==> src/rtl/count_window_scheduler_pkg.sv <==
// Shared definitions for the count-window scheduler: FSM state encoding and the
// default width of the shared roll-over counter.
package count_sched_pkg;

  localparam int CNT_W_DEFAULT = 5;

  typedef enum logic [1:0] {
    IDLE,
    LOAD,
    RUN,
    DONE
  } sched_state_e;

endpackage

==> src/rtl/count_window_scheduler_if.sv <==
// Requester and shared-counter signals of the count-window scheduler.
// slave is the scheduler's view; master is the agents/counter side.
interface count_window_scheduler_if
  import count_sched_pkg::*;
#(
  parameter int N_REQ = 4,
  parameter int WIDTH = CNT_W_DEFAULT
);

  localparam int IDX_W = $clog2(N_REQ);

  logic [N_REQ-1:0]       req;
  logic [N_REQ*WIDTH-1:0] req_start;
  logic [N_REQ*WIDTH-1:0] req_len;
  logic [N_REQ-1:0]       grant;
  logic                   busy;
  logic                   done;
  logic [IDX_W-1:0]       done_id;
  logic                   ctr_load;
  logic                   ctr_enable;
  logic [WIDTH-1:0]       ctr_start_val;
  logic [WIDTH-1:0]       ctr_count;
  logic                   err;

  modport slave (
    input  req, req_start, req_len, ctr_count,
    output grant, busy, done, done_id, ctr_load, ctr_enable, ctr_start_val, err
  );

  modport master (
    output req, req_start, req_len, ctr_count,
    input  grant, busy, done, done_id, ctr_load, ctr_enable, ctr_start_val, err
  );

endinterface

==> src/rtl/count_window_scheduler_rr_arbiter.sv <==
// Combinational round-robin pick: first set request bit at or above rr_ptr,
// wrapping around; gnt is one-hot, gnt_idx its index (both 0 when req==0).
module rr_arbiter #(
  parameter int N_REQ = 4
) (
  input  logic [N_REQ-1:0]         req,
  input  logic [$clog2(N_REQ)-1:0] rr_ptr,
  output logic [N_REQ-1:0]         gnt,
  output logic [$clog2(N_REQ)-1:0] gnt_idx
);

  localparam int IDX_W = $clog2(N_REQ);

  // NOTE: every output and temporary gets a value before any branch, so no
  // path through this block can leave one unassigned and infer a latch.
  always_comb begin
    logic             found;
    int               cand;
    logic [IDX_W-1:0] cand_idx;

    gnt      = '0;
    gnt_idx  = '0;
    found    = 1'b0;
    cand     = 0;
    cand_idx = '0;
    for (int i = 0; i < N_REQ; i++) begin
      cand = int'(rr_ptr) + i;
      if (cand >= N_REQ) cand = cand - N_REQ;
      cand_idx = IDX_W'(cand);
      if (!found && req[cand_idx]) begin
        found         = 1'b1;
        gnt[cand_idx] = 1'b1;
        gnt_idx       = cand_idx;
      end
    end
  end

endmodule

==> src/rtl/count_window_scheduler.sv <==
// Shares one WIDTH-bit roll-over counter among N_REQ requesters, one count window
// at a time. Define COUNT_CHECK_EN to build the end-of-window count check (err).
module count_window_scheduler
  import count_sched_pkg::*;
#(
  parameter int N_REQ = 4,
  parameter int WIDTH = CNT_W_DEFAULT
) (
  input logic                     clk,
  input logic                     rst,
  count_window_scheduler_if.slave bus
);

  localparam int IDX_W = $clog2(N_REQ);

  sched_state_e     state_q, state_d;
  logic [IDX_W-1:0] rr_ptr_q, rr_ptr_d;
  logic [IDX_W-1:0] owner_q, owner_d;
  logic [N_REQ-1:0] grant_q, grant_d;
  logic [WIDTH-1:0] start_q, start_d;
  logic [WIDTH-1:0] len_q, len_d;
  logic [WIDTH-1:0] remaining_q, remaining_d;

  logic [N_REQ-1:0] arb_gnt;
  logic [IDX_W-1:0] arb_idx;

  logic [N_REQ-1:0] grant;
  logic             busy;
  logic             done;
  logic [IDX_W-1:0] done_id;
  logic             ctr_load;
  logic             ctr_enable;
  logic [WIDTH-1:0] ctr_start_val;

  rr_arbiter #(
    .N_REQ (N_REQ)
  ) u_arb (
    .req     (bus.req),
    .rr_ptr  (rr_ptr_q),
    .gnt     (arb_gnt),
    .gnt_idx (arb_idx)
  );

  always_comb begin
    state_d       = state_q;
    rr_ptr_d      = rr_ptr_q;
    owner_d       = owner_q;
    grant_d       = grant_q;
    start_d       = start_q;
    len_d         = len_q;
    remaining_d   = remaining_q;
    grant         = '0;
    busy          = 1'b0;
    done          = 1'b0;
    done_id       = '0;
    ctr_load      = 1'b0;
    ctr_enable    = 1'b0;
    ctr_start_val = '0;

    unique case (state_q)
      IDLE: begin
        // Start and length are captured here so later edits by the requester
        // cannot disturb a window already in flight.
        if (|bus.req) begin
          owner_d = arb_idx;
          grant_d = arb_gnt;
          start_d = bus.req_start[arb_idx*WIDTH +: WIDTH];
          len_d   = bus.req_len[arb_idx*WIDTH +: WIDTH];
          state_d = LOAD;
        end
      end

      LOAD: begin
        grant         = grant_q;
        busy          = 1'b1;
        ctr_load      = 1'b1;
        ctr_start_val = start_q;
        remaining_d   = len_q;
        state_d       = (len_q != '0) ? RUN : DONE;
      end

      RUN: begin
        grant         = grant_q;
        busy          = 1'b1;
        ctr_enable    = 1'b1;
        ctr_start_val = start_q;
        remaining_d   = remaining_q - WIDTH'(1);
        if (remaining_q == WIDTH'(1)) state_d = DONE;
      end

      DONE: begin
        busy          = 1'b1;
        done          = 1'b1;
        done_id       = owner_q;
        ctr_start_val = start_q;
        rr_ptr_d      = (owner_q == IDX_W'(N_REQ - 1)) ? '0 : owner_q + IDX_W'(1);
        state_d       = IDLE;
      end

      default: state_d = IDLE;
    endcase
  end

  // NOTE: state registers use non-blocking assignment so every flop samples the
  // pre-edge values of the others, regardless of statement order.
  always_ff @(posedge clk) begin
    if (rst) begin
      state_q     <= IDLE;
      rr_ptr_q    <= '0;
      owner_q     <= '0;
      grant_q     <= '0;
      start_q     <= '0;
      len_q       <= '0;
      remaining_q <= '0;
    end else begin
      state_q     <= state_d;
      rr_ptr_q    <= rr_ptr_d;
      owner_q     <= owner_d;
      grant_q     <= grant_d;
      start_q     <= start_d;
      len_q       <= len_d;
      remaining_q <= remaining_d;
    end
  end

  assign bus.grant         = grant;
  assign bus.busy          = busy;
  assign bus.done          = done;
  assign bus.done_id       = done_id;
  assign bus.ctr_load      = ctr_load;
  assign bus.ctr_enable    = ctr_enable;
  assign bus.ctr_start_val = ctr_start_val;

`ifdef COUNT_CHECK_EN
  logic             err_q, err_d;
  logic [WIDTH-1:0] end_val;

  // The counter wraps modulo 2^WIDTH, which the truncating add reproduces.
  always_comb begin
    end_val = start_q + len_q;
    err_d   = err_q;
    if (state_q == DONE && bus.ctr_count != end_val) err_d = 1'b1;
  end

  always_ff @(posedge clk) begin
    if (rst) err_q <= 1'b0;
    else     err_q <= err_d;
  end

  assign bus.err = err_q;
`else
  logic unused_ctr_count;
  assign unused_ctr_count = ^bus.ctr_count;
  assign bus.err          = 1'b0;
`endif

endmodule
==> src/flat_wrapper.sv <==
// flat-port wrapper written by rule: the top's interface ports become plain ports
module count_window_scheduler_flat import count_sched_pkg::*;
#(
  parameter int N_REQ = 4,
  parameter int WIDTH = CNT_W_DEFAULT
)
  (clk, rst, bus_req, bus_req_start, bus_req_len, bus_ctr_count, bus_grant, bus_busy, bus_done, bus_done_id, bus_ctr_load, bus_ctr_enable, bus_ctr_start_val, bus_err);
  count_window_scheduler_if #(.N_REQ(N_REQ), .WIDTH(WIDTH)) bus_i ();
  input logic clk;
  input logic rst;
  input wire logic [$bits(bus_i.req)-1:0] bus_req;
  input wire logic [$bits(bus_i.req_start)-1:0] bus_req_start;
  input wire logic [$bits(bus_i.req_len)-1:0] bus_req_len;
  input wire logic [$bits(bus_i.ctr_count)-1:0] bus_ctr_count;
  output wire logic [$bits(bus_i.grant)-1:0] bus_grant;
  output wire logic [$bits(bus_i.busy)-1:0] bus_busy;
  output wire logic [$bits(bus_i.done)-1:0] bus_done;
  output wire logic [$bits(bus_i.done_id)-1:0] bus_done_id;
  output wire logic [$bits(bus_i.ctr_load)-1:0] bus_ctr_load;
  output wire logic [$bits(bus_i.ctr_enable)-1:0] bus_ctr_enable;
  output wire logic [$bits(bus_i.ctr_start_val)-1:0] bus_ctr_start_val;
  output wire logic [$bits(bus_i.err)-1:0] bus_err;
  assign bus_i.req = bus_req;
  assign bus_i.req_start = bus_req_start;
  assign bus_i.req_len = bus_req_len;
  assign bus_i.ctr_count = bus_ctr_count;
  assign bus_grant = bus_i.grant;
  assign bus_busy = bus_i.busy;
  assign bus_done = bus_i.done;
  assign bus_done_id = bus_i.done_id;
  assign bus_ctr_load = bus_i.ctr_load;
  assign bus_ctr_enable = bus_i.ctr_enable;
  assign bus_ctr_start_val = bus_i.ctr_start_val;
  assign bus_err = bus_i.err;
  count_window_scheduler #(.N_REQ(N_REQ), .WIDTH(WIDTH)) u_core (.clk(clk), .rst(rst), .bus(bus_i));
endmodule
==> config.mk <==
export PLATFORM = sky130hd
export DESIGN_NAME = count_window_scheduler_flat
export DESIGN_NICKNAME = d
export VERILOG_FILES = /design/src/rtl/count_window_scheduler_pkg.sv /design/src/rtl/count_window_scheduler_if.sv /design/src/rtl/count_window_scheduler_rr_arbiter.sv /design/src/rtl/count_window_scheduler.sv /design/src/flat_wrapper.sv
export SDC_FILE = /design/constraint.sdc
export NUM_CORES = 1
export LEC_CHECK = 0
export CORE_MARGIN = 3
export CORE_UTILIZATION = 46
export CTS_CLUSTER_DIAMETER = 30
export CTS_CLUSTER_SIZE = 25
export DETAILED_ROUTE_END_ITERATION = 8
export PLACE_DENSITY = 0.84
export SLEW_MARGIN = 15
export SYNTH_ARGS = -nofsm -noshare
export SYNTH_HDL_FRONTEND = slang
export SYNTH_SLANG_ARGS = --single-unit
==> constraint.sdc <==
create_clock -name clk -period 2.8 [get_ports clk]
set_input_delay 0.28 -clock clk [delete_from_list [all_inputs] [get_ports clk]]
set_output_delay 0.28 -clock clk [all_outputs]
set_load 0.005 [all_outputs]
* Word level (Yosys, flattened, before mapping)
Index checks and enable logic that the tools add are counted. Widths: inputs -> output; s select.
Word-level totals: bits in registers 25, latch bits 0, memory bits (writable) 0, bits in read-only memories 0, input port bits 51, output and inout port bits 16, logic and storage cells 103, memories kept 0
Operators by class: add/subtract/negate cells 9, multiply operators 1, divide/modulo/power cells 0, order comparisons 12, equality and inequality tests 7, shift-type cells 2, mux-type cells 44, bitwise logic cells 3, reduce and logical (&&, ||, !) cells 18
Operator list (number):
- $shiftx 20x6->5 | 2
- $mux 2 | 12
- $mux 4 | 5
- $mux 1 | 16
- $lt 2x3->1 const B | 4
- $or 4x4->4 | 3
- $pmux 5 s2 | 1
- $ge 3x3->1 const B | 3
- $bmux 1 s2 | 4
- $demux 1 s2 | 4
- $ge 2x1->1 const B | 4
- $pmux 2 s4 | 1
- $sub 2x1->2 const B | 4
- $logic_and 1x1->1 | 7
- $add 2x2->3 const B | 2
- $eq 2x2->1 const B | 3
- $eq 5x1->1 const B | 1
- $mul 2x3->5 const B | 1
- $mux 5 | 1
- $reduce_bool 5->1 | 1
- $sub 5x1->5 const B | 1
- $ne 2x1->1 const B | 2
- $reduce_and 2->1 | 2
- $reduce_or 4->1 | 1
- 9 further kinds | 11

* Logic depth before layout (Yosys ltp)
Gate-level depths: netlist of the first run.
depth in word-level cells 16, depth in mapped cells 11, depth with buffers taken out 8

* Cells and area by module
A second synthesis of the first run with hierarchy kept.
Unflattened totals: cells, all modules 211, area, all modules 1971.9 um2
Modules (own cells, without submodules):
- count_window_scheduler | instances 1, cells each 163, area each 1532.7 um2, sequential area each 500.5 um2
- rr_arbiter | instances 1, cells each 48, area each 439.2 um2, sequential area each 0.0 um2

* Worst setup path before layout of the first run
OpenSTA, ideal clock, no wires.
path kind register to register, start point register u_core.rr_ptr_q[0], end point register u_core.len_q[1], library setup time 127 ps, arrival time 2480 ps, required time 2673 ps, slack 192 ps, stages on the path, launching flop included 12, period minus slack after synthesis 2608 ps, cell sequence dfxtp_1 -> buf_6 -> inv_1 -> ha_1 -> buf_6 -> mux4_2 -> nor2b_4 -> o21ai_2 -> nand2_2 -> buf_6 -> mux2i_1 -> o221ai_2
On the way: cells in the longest elaborated chain, start to end 16
RTL lines:
- start, declared | RTL line count_window_scheduler.sv:17 | logic [IDX_W-1:0] rr_ptr_q, rr_ptr_d;
- start signal, assigned | RTL line count_window_scheduler.sv:117 | rr_ptr_q <= rr_ptr_d;
- parallel branches: the longest is 13 deep, another holds $add 2x1->3
- $mux 2 (*) | RTL line count_window_scheduler_rr_arbiter.sv:30 | if (!found && req[cand_idx]) begin
- $mul 2x3->5 (*) | RTL line count_window_scheduler.sv:68 | len_d = bus.req_len[arb_idx*WIDTH +: WIDTH];
- $shiftx 20x6->5 (*) | RTL line count_window_scheduler.sv:68
- end signal, assigned | RTL line count_window_scheduler.sv:121 | len_q <= len_d;
- end, declared | RTL line count_window_scheduler.sv:21 | logic [WIDTH-1:0] len_q, len_d;
Every way passes the cells marked *. The select of a mux whose other input is x is not followed. A chain may end at the register's enable or synchronous reset.

* Worst setup path after layout of the first run
start point register u_core.rr_ptr_q[0], end point register u_core.start_q[0]
On the way: cells in the longest elaborated chain, start to end 16
RTL lines:
- parallel branches: the longest is 13 deep, another holds $add 2x1->3
- $mux 2 (*) | RTL line count_window_scheduler_rr_arbiter.sv:30
- $mul 2x3->5 (*) | RTL line count_window_scheduler.sv:67 | start_d = bus.req_start[arb_idx*WIDTH +: WIDTH];
- $shiftx 20x6->5 (*) | RTL line count_window_scheduler.sv:67
- end signal, assigned | RTL line count_window_scheduler.sv:120 | start_q <= start_d;
- end, declared | RTL line count_window_scheduler.sv:20 | logic [WIDTH-1:0] start_q, start_d;
Marked as above.

==> results.cfg, run 1 <==
[synthesis]
ys_top_cells_by_count = nor2_1 (26), dfxtp_1 (25), mux2i_1 (16), o21ai_0 (16), nand2_1 (15)
syn-cell-area_um2 = 2000
synth-main-ff-cell = dfxtp_1
ys_seq_area_share_pct = 25.0
synth_most_common_cell = nor2_1
ys_types = 43
synth_area_leaders = dfxtp_1 (25%), ha_1 (8.1%), mux2i_1 (8.0%)
async_reset_ff_share_pct = 0
avgSynthCellArea_um2 = 8.83
syn_inst = 227
synth_edf_count = 0
synth_area_leader_cell = dfxtp_1
synth_top_area_share_pct = 25.0
synth_seq_cells = 25
synth_warnings = 0
syn-num-nets = 291

[sta]
hold_violations = 0
setup_viol = 0
setup-tns-final_ps = 0
fin_crit_sh_pct = 90.6
post-route-min-period_ps = 2540
maxSlewHeadroom_pct = 55.1
worst_pin_slew_ps = 667
slew_violations = 0
rsz0062_at_grt = no
skew_ps = 1.51
fmax_ghz = 0.394

[floorplan]
die_area_um2 = 5190
coreArea_um2 = 4120
initial_utilization_pct = 48.7
io-pin-count = 67
fp.dieH_um = 72.0
chipWidth_um = 72.0
rows = 23

[worst_setup_path]
crit_required_ps = 2970
start_kind = register
worst-endpoint-arrival_ps = 2700
end_kind = register
critPathKind = reg -> reg
cp_max_fo = 11

[job]
cap_violations = 0

[finish]
nFillCells = 358
fin_nets = 352
syn2layout_area_growth_pct = 34.3
diodes = 0
layout.cells.non_filler = 337
final_util_pct = 65.4
layout-drive-gt1-share_pct = 11.5

[grt]
grt_max_degree = 17
top_usage_layer = met2
grt_overflow = 0
antenna_found_initial = 0
grtUsageMet3_pct = 2.22
grt.total_usage_pct = 19.9
grtUsageMet2_pct = 35.3
grt_pass1_vias = 1905
grt_util_met1_pct = 25.6
grt_first_pass_wirelength_um = 8400

[detailed_routing]
drtPass1Iterations = 4
wl_per_cell_um = 15.2
wl_um = 5130
vias = 1894
drc_errors = 0
ant_nets = 0
viasPerCell = 5.62
drt_iter0_markers = 155

[clock_network]
post_cts_buffers = 0
tritoncts = built
htreeDepth = 1
ctsRootBufferMaster = clkbuf_8
cts_resized = 0
clk_latency_ps = 270
clock_sinks = 25
clockBufferDepth = 2
cts.hold.buffers_added = 0
path_clk_slew_ps = 90
cts_buffers = 3

[status]
outcome = finished clean

[pwr]
p_per_area_nw_per_um2 = 748
p_leak_nw = 1.04
vdd_drop_max_mv = 0.335

[min_path]
min_path_type = reg -> reg

[place]
placed_cells = 333
io_buffers = 60
place_congestion = 0.859
hpwl_um = 4050
registers in the layout, summed over array words and instances (netlist names):
name,cells
u_core.owner_q,2
u_core.start_q,5
u_core.remaining_q,5
u_core.len_q,5
u_core.grant_q,4
u_core.state_q,2
u_core.rr_ptr_q,2
per-stage QoR:
stage	hold WS (ps)	power (mW)	cell area (um^2)	setup WS [ps]
floorplan	427	1.42	2000	192
global placement	440	1.76	2650	237
detailed placement	450	1.80	2650	188
CTS	476	2.01	2690	254
global route	504	2.17	2690	158
finish	482	2.01	2690	262
layout make-up:
cell class,count,area [um^2],share of cell area [%]
Inverter,12,45.0,1.67
Timing Repair Buffer,68,661,24.5
Multi-Input combinational cell,178,1380,51.2
Sequential cell,25,500,18.6
Tap cell,50,62.6,2.32
Clock buffer,4,45.0,1.67
report_power, final:
part	internal, mW	switching [mW]	leakage [nW]
registers	0.500	0.111	0.206
clock network	0.102	0.121	0.0228
logic	0.571	0.609	0.810
total	1.17	0.840	1.04
worst max-delay path, cell delays in order (launching register included):
cell and delay [ps]:
dfxtp_1 330, inv_1 80, ha_1 330, mux4_2 640
nor2b_4 220, o21ai_2 90, nand2_2 320, mux2i_1 320
o211ai_2 90
layout by cell type, fill, tap and decap left out, types with 3 or more instances in the layout:
cell             netlist  layout
and2_1                 7       7
nand3_1               10      10
buf_4                  1       8
mux4_2                 4       4
a21oi_1                4       4
a22oi_1                7       7
a211oi_1               7       7
dfxtp_1               25      25
a21bo_1                9       9
nor2_1                26      26
mux2i_1               16      16
clkbuf_8               0       3
o211ai_2               9       9
a221oi_1               4       4
clkdlybuf4s50_1        0      60
o21ai_0               16      16
nor2b_1                5       5
ha_1                  13      13
nand2_1               15      15
inv_1                 12      12
logic make-up (layout without fill, tap and decap cells):
kind of cell	Yosys count	after routing	share of synthesized area (%)
AND/OR/NAND/NOR	75	75	19.9
AO/OA/AOI/OAI	68	68	27.5
flip-flops	25	25	25.0
buffers and inverters	24	84	6.30
multiplexers	21	21	13.0
adder cells (fa/ha/maj)	13	13	8.12
other	1	1	0.187
metal layers:
layer / up-vias / wire [um]
li1: 946 / -
met1: 904 / 2320
met2: 40 / 2610
met3: 4 / 143
met4: 0 / 50
met5: - / 0
path summary, 6_finish.rpt:
path / from / to / slack, ps / depth (start not counted)
hold / removal: u_core.start_q[4] / u_core.start_q[4] / 480 / 2
setup / recovery: u_core.rr_ptr_q[0] / u_core.start_q[0] / 260 / 8
hold reg to reg: u_core.start_q[4] / u_core.start_q[4] / 480 / 2
setup reg to reg: u_core.rr_ptr_q[0] / u_core.start_q[0] / 260 / 8
Note: power is estimated with default switching activity, not from simulation.
==> inputs of run 2 (changes only) <==
--- a/config.mk
+++ b/config.mk
@@ -10,8 +10,8 @@
 export CTS_CLUSTER_DIAMETER = 30
 export CTS_CLUSTER_SIZE = 25
 export DETAILED_ROUTE_END_ITERATION = 8
-export PLACE_DENSITY = 0.84
-export SLEW_MARGIN = 15
+export PLACE_DENSITY = 0.86
+export SLEW_MARGIN = 20
 export SYNTH_ARGS = -nofsm -noshare
 export SYNTH_HDL_FRONTEND = slang
 export SYNTH_SLANG_ARGS = --single-unit
==> run 2 against run 1 <==
  * Sequential power rose by 0.8%
  * Non-clock buffer count did not move
  * Design area barely moved
  * Clock power barely moved
  * Sequential share of layout area barely moved
  * Setup slack improved by 5.0 ps
  * Utilization barely moved
  * Combinational power barely moved
  * Register-to-register slack barely moved
==> results.cfg, run 2 (synthesis gave the netlist of run 1 again) <==
[status]
outcome = finished clean

[pwr]
p_leak_nw = 1.04
p_per_area_nw_per_um2 = 752
vdd_drop_max_mv = 0.402

[finish]
final_util_pct = 65.4
layout-drive-gt1-share_pct = 11.8
reg_top3 = u_core.len_q (5), u_core.remaining_q (5), u_core.start_q (5)
diodes = 0
syn2layout_area_growth_pct = 34.3
fin_nets = 352
mostFrequentLayoutCell = clkdlybuf4s50_1
most-common-layout-cells = clkdlybuf4s50_1 (60), nor2_1 (26), dfxtp_1 (25)

[detailed_routing]
ant_nets = 0
wl_per_cell_um = 15.4
viasPerCell = 5.56
vias = 1875
wl_um = 5180
drtPass1Iterations = 4
drc_errors = 0
drt_iter0_markers = 89

[sta]
post-route-min-period_ps = 2530
worst_pin_slew_ps = 638
setup-tns-final_ps = 0
fin_crit_sh_pct = 90.4
fmax_ghz = 0.395
skew_ps = 2.97
setup_viol = 0
slew_violations = 0
rsz0062_at_grt = no
maxSlewHeadroom_pct = 57.1
hold_violations = 0

[worst_setup_path]
cp_max_fo = 11
worstReg2RegEnd = u_core.len_q[1]
worst-endpoint-arrival_ps = 2700
crit_required_ps = 2970
end_kind = register
r2r_cells = 8
start_kind = register
reg2reg_slack_ps = 270
r2r_start = u_core.rr_ptr_q[0]
critPathKind = reg -> reg

[grt]
antenna_found_initial = 0
grt.total_usage_pct = 20.7
grt_max_degree = 17
grt_overflow = 0
grt_first_pass_wirelength_um = 8680
grt_pass1_vias = 1893

[min_path]
min_path_cells = 2
hold_path_startpoint = u_core.start_q[0]
hold_path_end = u_core.start_q[0]
min_path_type = reg -> reg

[place]
hpwl_um = 4130
place_congestion = 0.790
io_buffers = 60

[clock_network]
cts_buffers = 3
cts.hold.buffers_added = 0
tritoncts = built
clk_latency_ps = 280
path_clk_slew_ps = 90
clock_sinks = 25
htreeDepth = 1
clockBufferDepth = 2
post_cts_buffers = 0
ctsRootBufferMaster = clkbuf_8
cts_resized = 0

[job]
cap_violations = 0

[floorplan]
io-pin-count = 67
rows = 23
initial_utilization_pct = 48.7
coreArea_um2 = 4120
fp.dieH_um = 72.0
die_area_um2 = 5190
chipWidth_um = 72.0
==> run 2: changes by cell type in the layout (fill, tap and decap cells not counted), sizes merged <==
| cell | before | now |
|---|---|---|
| clkbuf | 4 | 3 |
| clkinv | 0 | 1 |
==> run 2: cell type report <==
| cell class | instances | area [um^2] |
|---|---|---|
| inverter | 12 | 45.0 |
| fill | 362 | 1420 |
| clock inverter | 1 | 5.00 |
| multi-input combinational | 178 | 1380 |
| clock buffer | 3 | 41.3 |
| tap | 50 | 62.6 |
| timing repair buffer | 68 | 661 |
| sequential | 25 | 500 |
==> run 2: metal layers <==
metal  global-route usage (%)  share of wire (%)  up-vias
met5                        0                  0        -
met4                     6.05                1.4        0
met2                     37.0                 51       49
met3                     1.52                3.8        7
met1                     26.6                 44      867
li1                         -                  -      952
==> run 2: power breakdown <==
group	leakage [nW]	internal [mW]	switching [mW]	total [mW]
sequential	0.206	0.500	0.116	0.616
combinational	0.810	0.572	0.614	1.19
clock	0.0255	0.0999	0.123	0.223
total	1.04	1.17	0.853	2.02
==> run 2: worst max-delay path, cell delays in order, from the launching register on <==
cell,delay (ps)
dfxtp_1,340
inv_1,90
ha_1,330
mux4_2,640
nor2b_4,220
o21ai_2,90
nand2_2,300
mux2i_1,310
o221ai_2,110
==> run 2: per-stage QoR <==
step	cell area [um^2]	power (mW)	instances	hold WS, ps	setup WS [ps]
after floorplan	2000	1.42	227	427	192
after global placement	2650	1.75	333	439	239
after detailed placement	2650	1.80	333	445	209
after CTS	2690	2.02	337	467	252
after global routing	2690	2.20	337	515	114
final	2690	2.02	337	464	267
==> run 2: worst max path at each step <==
| stage | from | end | slack (ps) | cells after the start |
|---|---|---|---|---|
| after floorplan | u_core.rr_ptr_q[0] | u_core.len_q[1] | 190 | 11 |
| after CTS | u_core.rr_ptr_q[0] | u_core.len_q[1] | 250 | 8 |
| after global placement | bus_req[3] | u_core.len_q[1] | 240 | 7 |
| final | u_core.rr_ptr_q[0] | u_core.len_q[1] | 270 | 8 |
| after detailed placement | bus_req[3] | u_core.len_q[1] | 210 | 7 |
| after global routing | u_core.rr_ptr_q[0] | u_core.len_q[1] | 110 | 8 |
==> RTL edit 1 (config.mk and constraints of run 1) <==
Encoding of `sched_state_e`: now one-hot (4 bits for 4 states).
--- a/src/rtl/count_window_scheduler_pkg.sv
+++ b/src/rtl/count_window_scheduler_pkg.sv
@@ -5,9 +5,9 @@
   localparam int CNT_W_DEFAULT = 5;
 
-  typedef enum logic [1:0] {
-    IDLE,
-    LOAD,
-    RUN,
-    DONE
+  typedef enum logic [3:0] {
+    IDLE = 4'b0001,
+    LOAD = 4'b0010,
+    RUN  = 4'b0100,
+    DONE = 4'b1000
   } sched_state_e;
 
Formal check against the unedited RTL: same outputs for any inputs over 10 cycles, from zero or initial values and one cycle with rst high; not proved beyond that.
==> RTL edit 1 against run 1 <==
  * Critical path depth decreased by 1
  * Routed wire length decreased by 3.0%
  * Via count increased by 3.7%
  * Non-clock buffer count increased by 2
  * Synthesized cell count increased by 5.7%
  * Utilization increased by 3.1 points
  * Setup slack got worse by 0.11 ns
  * Sequential cell count increased by 2
  * Synthesized area decreased by 4.4%
  * Design area decreased by 2.6%
  * Cell count increased by 3.9%
Power is not compared: it rests on default switching activity, and its combinational part moved more than twofold at a synthesized area within 25%.
==> RTL edit 1: results (changes against run 1) <==
Critical path:
- The delay of the slowest cell on the worst path is 0.67 ns (+0.03 ns).
- The worst-path maximum fanout is 10 (-1).
- On the critical path the largest part of the delay comes from simple AND/OR/NAND/NOR gates.
- The length in cells of the worst reg-to-reg path is 7 (-1).
- The endpoint identified for the worst register-to-register timing path is u_core.len_q[3].
- The arrival time of data at the critical path endpoint was 2.81 ns (+0.11 ns).

Detailed routing:
- The starting DRC count in detailed routing is 138 (-11%).
- The detailed-route wire length is 4.97 mm (-3.0%).
- The mean number of vias per cell is 5.61 (-0.10%).
- The length of routed met2 wiring was 2.46 mm (-5.9%).
- The total routed wire length on the met1 layer came to 2.06 mm (-11%).
- The sum of met3 wire segment lengths after detailed routing is 422 um (+200%).

STA:
- The final clock skew is 0.00604 ns (+0.00453 ns).
- The worst hold margin is 0.497 ns (+0.0149 ns).
- The relative slew slack is 64.5% (+9.4 points).

Logic synthesis:
- The register area share after synthesis came to 28.2% (+3.2 points).
- The distinct cell type count after synthesis is 45 (+4.7%).
- The post-synthesis net count came to 299 (+2.7%).
- After synthesis, the cell types taking the most area are sky130_fd_sc_hd__dfxtp_1, sky130_fd_sc_hd__nor2_1, sky130_fd_sc_hd__ha_1.

Placement:
- The detailed-placement wirelength estimate was 3.84 mm (-5.3%).
- The worst slack at placement is 0.0760 ns (-0.112 ns).

CTS:
- The clock latency reported for the late side of the worst-skew pair came to 0.27 ns (about the same).

Global route:
- The global-route usage over all layers is 20.5% (+0.60 points).
- The met3 capacity usage during global routing came to 4.97% (+2.8 points).
- The pin count of the biggest net entering global routing is 16 (-1).
- The met1 track demand over resource was 24.8% (-0.80 points).
- The via count of the first global-routing pass is 1963 (+3.0%).

Outcome:
- The flow ran to the end, and the final reports show no timing, DRC or antenna violations.

Cells and area:
- The count of fill cells added during filler insertion came to 315 (-12%).
- The post-route non-filler standard cell count is 350 (+3.9%).
- The number of nets in the layout is 362 (+2.8%).
- The fraction of final layout cells with drive strength greater than 1 is 8.94% (-2.6 points).

Min path:
- The worst hold endpoint is u_core.grant_q[2].
- The startpoint of the tightest hold check path is u_core.grant_q[2].
## RTL edit 1: worst max-delay path by stage
stage,endpoint,slack (ns),cells past startpoint
2_1_floorplan,u_core.len_q[0],0.11,10
3_3_place_gp,u_core.start_q[4],0.09,7
3_5_place_dp,u_core.len_q[3],0.08,7
4_1_cts,u_core.len_q[3],0.17,7
5_1_grt,u_core.len_q[4],0.005,7
6_report,u_core.len_q[3],0.15,7
## RTL edit 1: area by class of cell
class                           instances  area, um2  share of cell area, %
Tap cell                               48       60.1                   2.29
Clock buffer                            4       45.0                   1.72
Sequential cell                        27        541                   20.6
Multi-Input combinational cell        183       1230                   47.0
Timing Repair Buffer                   70        676                   25.8
Inverter                               18       67.6                   2.58
## RTL edit 1: kinds of logic after synthesis
logic type	synth area share, %
muxes	6.40
adders and majority gates	5.23
other	0.196
and+or+nand+nor	25.0
AOI/OAI and AO/OA	27.5
DFF	28.2
buffers and inverters	7.51
==> RTL edit 2 (config.mk and constraints of run 1) <==
Made on the original files. Build with the macro `COUNT_CHECK_EN` defined.
--- a/src/rtl/count_window_scheduler.sv
+++ b/src/rtl/count_window_scheduler.sv
@@ -1,4 +1,6 @@
 // Shares one WIDTH-bit roll-over counter among N_REQ requesters, one count window
 // at a time. Define COUNT_CHECK_EN to build the end-of-window count check (err).
+`define COUNT_CHECK_EN
+
 module count_window_scheduler
   import count_sched_pkg::*;
Behaviour: not the same (Yosys sat finds a counterexample within 4 cycles, from zero or initial values and one cycle with rst high).
==> RTL edit 2 against run 1 <==
  * Setup slack got worse by 0.14 ns
  * Design area increased by 17%
  * Synthesized area increased by 16%
  * Hold slack got worse by 0.0080 ns
  * Clock power increased by 14%
  * Synthesized cell count increased by 21%
  * Total power increased by 23%
  * Sequential cell count increased by 1
  * Routed wire length increased by 30%
  * Critical path type unchanged
==> RTL edit 2: results (changes against run 1) <==
Logic synthesis:
- The number of instances in the synthesized netlist is 275 (+21%).
- The register area share after synthesis is 22.3% (-2.6 points).
- The commonest cells after synthesis are sky130_fd_sc_hd__nor2_1, sky130_fd_sc_hd__dfxtp_1, sky130_fd_sc_hd__ha_1.
- The distinct cell type count after synthesis is 56 (+30%).

Critical path:
- The worst setup path startpoint is u_core.rr_ptr_q[1].
- The arrival time of data at the critical path endpoint is 2.85 ns (+0.15 ns).
- The register-to-register setup slack is 0.12 ns (-0.14 ns).

STA:
- The relative slew slack is 62.4% (+7.3 points).
- The worst hold margin is 0.474 ns (-0.00801 ns).
- The time the worst path needs with I/O delays and setup was 2.68 ns (+0.142 ns).
- The final clock skew is 0.00351 ns (+0.00200 ns).

Detailed routing:
- The starting DRC count in detailed routing is 206 (+33%).
- The mean number of vias per cell was 5.81 (+3.4%).
- The via count is 2401 (+27%).
- The detail-routed net length per standard cell is 16.1 um (+6.1%).

Cells and area:
- The number of nets in the layout was 418 (+19%).
- The count of fill cells added during filler insertion is 421 (+18%).
- The area added between synthesis and finish is 35.7%.

Global route:
- The via count of the first global-routing pass is 2329 (+22%).
- The pin count of the biggest net entering global routing is 25 (+8).
- The global-route usage over all layers is 21.9% (+2.0 points).
- The first-pass GRT wire length came to 10.8 mm (+29%).

Placement:
- The detailed-placement wirelength estimate is 5.12 mm (+26%).
- The worst slack at placement is -0.113 ns (-0.301 ns).
- The total instance count after detailed placement is 409 (+23%).
- The final RePlAce weighted congestion is 0.955 (+11%).
- The instance area after placement came to 3090 um2 (+17%).
- The quantity of I/O buffers inserted on ports came to 66 (+10%).

Min path:
- The path with the worst hold slack has its endpoint at u_core.bus.err.

Power and ir drop:
- The maximum ir drop on the vdd rail is 477 uV (+42%).
- The leakage power summed over all cells is 1.24 nW (+20%).

Outcome:
- The run finished with clean final reports.

CTS:
- The post-cts sizing count came to 2 (+2).
[RTL edit 2: where the power goes]
part | leakage, nW | switching (mW) | internal, mW
clock network | 0.0288 | 0.129 | 0.126
registers | 0.215 | 0.160 | 0.525
logic | 1.00 | 0.770 | 0.761
total | 1.24 | 1.06 | 1.41
[RTL edit 2: worst max-delay path: stages, from the launching register on]
cell,delay [ns]
sky130_fd_sc_hd__dfxtp_1,0.34
sky130_fd_sc_hd__inv_1,0.08
sky130_fd_sc_hd__ha_2,0.45
sky130_fd_sc_hd__mux4_2,0.63
sky130_fd_sc_hd__nor2b_4,0.15
sky130_fd_sc_hd__or2_1,0.23
sky130_fd_sc_hd__mux2_4,0.33
sky130_fd_sc_hd__a221oi_2,0.28
sky130_fd_sc_hd__o31ai_1,0.08
[RTL edit 2: logic make-up (layout without fill, tap and decap cells)]
| family | count (synthesis) | in the layout | synth area share, % |
|---|---|---|---|
| flops | 26 | 26 | 22.3 |
| xor+xnor | 9 | 9 | 3.38 |
| mux | 19 | 19 | 10.1 |
| simple gates | 96 | 96 | 21.6 |
| fa+ha+maj | 20 | 20 | 11.1 |
| compound gates | 78 | 78 | 24.9 |
| buf+inv | 27 | 98 | 6.61 |
[RTL edit 2: final cells by class]
type | count | area share, %
repair buffers | 83 | 24.9
flip-flops and latches | 26 | 16.5
clock buffers | 4 | 1.74
multi-input cells | 222 | 52.9
inverters | 11 | 1.31
well taps | 67 | 2.65
[RTL edit 2: layer usage]
layer | vias to the layer above | track usage, % | wire length (um) | share of wire, %
met3 | 15 | 2.70 | 329 | 4.9
met4 | 0 | 6.05 | 160 | 2.4
met1 | 1138 | 27.4 | 2730 | 41
met5 | - | 0 | 0 | 0
met2 | 88 | 39.1 | 3440 | 52
li1 | 1160 | - | - | -
